==> src/rtl/mux_grant_ctrl.sv <==
// mux_grant_ctrl: round-robin packet arbiter sequencing an N-to-1 output mux
module mux_grant_ctrl #(
  parameter int SIZE = 8,
  parameter int SEL_W = $clog2(SIZE),
  parameter int MAX_BEATS = 16,
  parameter int CNT_W = (MAX_BEATS > 1) ? $clog2(MAX_BEATS) : 1
) (
  input  logic             clock,
  input  logic             reset_n,
  input  logic [SIZE-1:0]  req,
  input  logic [SIZE-1:0]  last,
  input  logic             ready,
  output logic [SEL_W-1:0] sel,
  output logic [SIZE-1:0]  grant,
  output logic             valid,
  output logic             xfer
);
  typedef enum logic {IDLE, BUSY} state_t;
  state_t state_q, state_d;
  logic [SEL_W-1:0] sel_q, sel_d, ptr_q, ptr_d, pick;
  logic [CNT_W-1:0] beats_q, beats_d;
  logic busy, rel;
  // first requester at or after ptr; offsets scanned high-to-low so the nearest wins
  always_comb begin
    pick = ptr_q;
    for (int i = SIZE - 1; i >= 0; i--)
      if (req[ptr_q + SEL_W'(i)]) pick = ptr_q + SEL_W'(i);
  end
  // outputs and release decision; tail or beat limit on an accepted beat frees the port
  always_comb begin
    busy = state_q == BUSY;
    sel = sel_q;
    grant = busy ? SIZE'(1) << sel_q : '0;
    valid = busy & req[sel_q];
    xfer = valid & ready;
    rel = xfer & (last[sel_q] | (beats_q == CNT_W'(MAX_BEATS - 1)));
  end
  // next state: grant from IDLE, hold in BUSY until release, owner gets lowest priority next
  always_comb begin
    state_d = state_q;
    sel_d = sel_q;
    ptr_d = ptr_q;
    beats_d = beats_q;
    if (state_q == IDLE) begin
      if (|req) begin
        state_d = BUSY;
        sel_d = pick;
        beats_d = '0;
      end
    end else if (rel) begin
      state_d = IDLE;
      ptr_d = sel_q + SEL_W'(1);
      beats_d = '0;
    end else if (xfer) begin
      beats_d = beats_q + CNT_W'(1);
    end
  end
  // state register; reset drops ownership at once without release side effects
  always_ff @(posedge clock or negedge reset_n)
    if (!reset_n) begin
      state_q <= IDLE;
      sel_q <= '0;
      ptr_q <= '0;
      beats_q <= '0;
    end else begin
      state_q <= state_d;
      sel_q <= sel_d;
      ptr_q <= ptr_d;
      beats_q <= beats_d;
    end
endmodule

==> config.mk <==
export PLATFORM = sky130hd
export DESIGN_NAME = mux_grant_ctrl
export DESIGN_NICKNAME = d
export VERILOG_FILES = /design/src/rtl/mux_grant_ctrl.sv
export SDC_FILE = /design/constraint.sdc
export NUM_CORES = 1
export LEC_CHECK = 0
export ABC_AREA = 1
export CORE_MARGIN = 2
export CORE_UTILIZATION = 50
export DETAILED_ROUTE_END_ITERATION = 10
export PLACE_DENSITY = 0.79
export SLEW_MARGIN = 10
export SYNTH_ARGS = -nofsm -noshare
export SYNTH_HDL_FRONTEND = slang
export SYNTH_SLANG_ARGS = --single-unit
==> constraint.sdc <==
create_clock -name clock -period 3.3 [get_ports clock]
set_input_delay 0.66 -clock clock [delete_from_list [all_inputs] [get_ports clock]]
set_output_delay 0.66 -clock clock [all_outputs]
set_load 0.005 [all_outputs]
==> flow_summary.yaml, run 1 <==
global_routing:
  grt_pass1_wl_um: 6120
  grt_start_max_net_pins: 15
  vias_in_the_first_global_route: 1378
  antenna_found_initial: 0
  globalRoute.totalOverflow: 0
  met3_usage_pct: 2.42
  global_route.peak_usage_layer: "met2"
  gr-usage-all-layers_pct: 23.0
  global_route.usage.met2_pct: 35.3
  grt.met1_usage_pct: 34.0
power:
  switching_share_pct: 56.2
  power.clock.fraction_pct: 4.6
  net_sw_power_uw: 1150
  p_per_cell_area_nw_per_um2: 1140
  cellInternalPower_uw: 897
  share_comb_of_total_power_pct: 77.8
  seq_power_share_pct: 17.6
  p_leak_uw: 0.000941
  ir_drop_mv: 1.03
  fin_total_pwr_uw: 2050
sta:
  hold_violations: 0
  final.min_clock_period_ns: 2.97
  grt_setup_unrepaired: "no"
  tightestPinTransition_ns: 0.661
  setup-tns-final_ns: 0
  layout_worst_path_cycle_share_pct: 89.9
  fmax_mhz: 337
  final.setup_skew_ns: 0.00287
  report.final.slew_viol_count: 0
  setup-violations-final: 0
  timing.max_slew.rel_slack_pct: 55.9
  finalWorstSetupSlack_ns: 0.333
clock_tree:
  clkLatencyLatePin_ns: 0.28
  postCtsSetupBuffers: 0
  cts_tree: "done"
  clock_tree.root_cell: "clkbuf_4"
  h-tree-depth: 1
  post_cts_resize_count: 0
  cts.sinks: 11
  cts_hold_buf: 0
  cts.clk_slew.worst_paths_ns: 0.07
  cts_made_buffers: 3
  cts-root-to-sink-buffers: 2
final_layout:
  finish.utilization_pct: 64.7
  layout.cells.most_common_list: "74 x nand2_1, 31 x nand3_1, 31 x clkdlybuf4s50_1, 20 x inv_1, 15 x nor2_1"
  mostFrequentLayoutCell: "nand2_1"
  fin_nets: 291
  drive_above_1_share_pct: 13.7
  final_cell_count_no_fill: 293
  number_of_fill_cells: 296
  layout-area-overhead-vs-synth_pct: 21.1
  insertedDiodeCount: 0
critical_path:
  worst-r2r-cell-count: 17
  timing.critical_path.slowest_cell_delay_ns: 0.53
  crit_path_start_kind: "input port"
  reg2reg_to: "sel[0]$_DFFE_PN0P_"
  timing.critical_path.fanout_max: 3
  worstPathArrival_ns: 2.31
  worstSetupPathType: "input port to primary output"
  timing.critical_path.slowest_stage_cell: "clkdlybuf4s50_1"
  timing.reg2reg.setup_slack_ns: 0.87
  end_kind: "primary output"
  critical_path_required_ns: 2.64
  worstReg2RegStart: "ptr_q[0]$_DFFE_PN0P_"
  path_cells: "clkdlybuf4s50_1 -> inv_1 -> a21oi_1 -> o21ai_1 -> nand2_1 -> nand3_1 -> nand2_1 -> nand2_2 -> inv_2 -> clkdlybuf4s50_1"
yosys:
  synth-seq-cells: 11
  synthDominantAreaCellType: "nand2_1"
  synthesis.area_sq_um: 1490
  synthCells: 232
  synthDominantCellAreaShare_pct: 18.7
  synthDistinctLibCells: 28
  netlist_top_cells_area: "nand2_1 19%, dfrtp_1 19%, nand3_1 10%"
  synthesis.nets: 260
  synthArstFlopShare_pct: 100
  synth-warning-count: 0
  syn-mean-instance-area_sq_um: 6.41
  synthFlopType: "dfrtp_1"
  sequential_area_share_after_synthesis_pct: 18.5
  edff_count_synth: 0
route:
  drt_first_iter_violations: 89
  routed_wl_um: 3570
  dr_total_vias: 1521
  drt.antenna.violating_nets: 0
  firstDrtPassIters: 4
  post-route-drc-count: 0
  wire_per_inst_um: 12.2
  avgViaCountPerCell: 5.19
placed_design:
  gpl.final_weighted_congestion: 0.904
  port_buffers: 31
  place_worst_setup_slack_ns: 0.336
  place.detailed.instances: 289
  dpl.hpwl_um: 2790
job:
  drv_cap: 0
hold_path:
  hold-path-endpoint: "beats_q[0]$_DFFE_PN0P_"
  holdCritStartpoint: "beats_q[0]$_DFFE_PN0P_"
  timing.hold.worst.class: "flip-flop to flip-flop"
  hold_depth: 1
floorplan:
  die_width_um: 58.5
  fp.dieH_um: 58.5
  design.core.area_sq_um: 2780
  die_area_sq_um: 3430
  num_io_pins: 32
  initial_utilization_pct: 53.4
  num_rows: 19
outcome:
  outcome: "complete, no violations"
[Yosys cell counts, types with 2 or more instances]
library cell and count:
a21oi_1 13, buf_6 3, dfrtp_1 11, ha_1 9
inv_1 20, inv_2 9, inv_4 2, nand2_1 74
nand2_2 4, nand2_4 3, nand3_1 31, nand3_2 10
nor2_1 15, o21ai_0 5, o21ai_1 8, o22ai_1 2
xnor2_1 2
[area by class of cell]
class / count / area (sq um) / area share [%]
Inverter: 32 / 125 / 6.95
Clock buffer: 4 / 26.3 / 1.46
Multi-Input combinational cell: 184 / 1020 / 56.9
Sequential cell: 11 / 275 / 15.3
Timing Repair Buffer: 31 / 310 / 17.2
Tap cell: 31 / 38.8 / 2.15
[power groups by stage]
stage / Clock, uW / Combinational, uW / Sequential [uW]
global placement: 0 / 1570 / 361
floorplan: 0 / 1330 / 267
global route: 101 / 1820 / 379
detailed placement: 0 / 1590 / 363
CTS: 96.7 / 1600 / 361
finish: 94.6 / 1590 / 360
[cell families after synthesis]
group / synth area share [%]
AOI/OAI and AO/OA: 12.3
xor gates and xnor gates: 4.71
buffers and inverters: 12.5
adders and majority gates: 7.58
and+or+nand+nor: 44.4
DFF: 18.5
[state kept, by name, summed over array words and instances, names as in the netlist]
register,count
sel,3
beats_q,4
ptr_q,3
busy,1
[through the flow]
stage / cell area, sq um / hold WS, ns
2_1_floorplan: 1490 / 0.364
3_3_place_gp: 1770 / 0.503
3_5_place_dp: 1770 / 0.507
4_1_cts: 1800 / 0.519
5_1_grt: 1800 / 0.552
6_report: 1800 / 0.517
[per-layer routing]
metal	vias to the layer above	routed length (um)
li1	808	-
met1	673	1830
met2	35	1570
met3	5	143
met4	0	36
met5	-	0
[critical path, delay by kind of cell]
kind | cells | cell delay, ns
AND/OR/NAND/NOR | 4 | 0.30
AO/OA/AOI/OAI | 2 | 0.19
buffers and inverters | 4 | 1.16
[worst max path at each step]
stage,from,end,slack (ns),cells after the start
6_report,req[5],xfer,0.33,10
5_1_grt,req[5],xfer,0.14,10
4_1_cts,req[5],xfer,0.34,10
3_5_place_dp,req[5],xfer,0.34,10
3_3_place_gp,req[5],xfer,0.37,10
2_1_floorplan,ptr_q[1]$_DFFE_PN0P_,sel[0]$_DFFE_PN0P_,1.32,19
No activity file was read; power rests on OpenSTA's default activity.
==> run 2: changes to the inputs <==
--- a/config.mk
+++ b/config.mk
@@ -14,3 +14,4 @@
 export SYNTH_ARGS = -nofsm -noshare
 export SYNTH_HDL_FRONTEND = slang
 export SYNTH_SLANG_ARGS = --single-unit
+export TNS_END_PERCENT = 1
==> results of run 2 <==
Same layout as run 1: the final DEF is identical, and so are final timing and power.
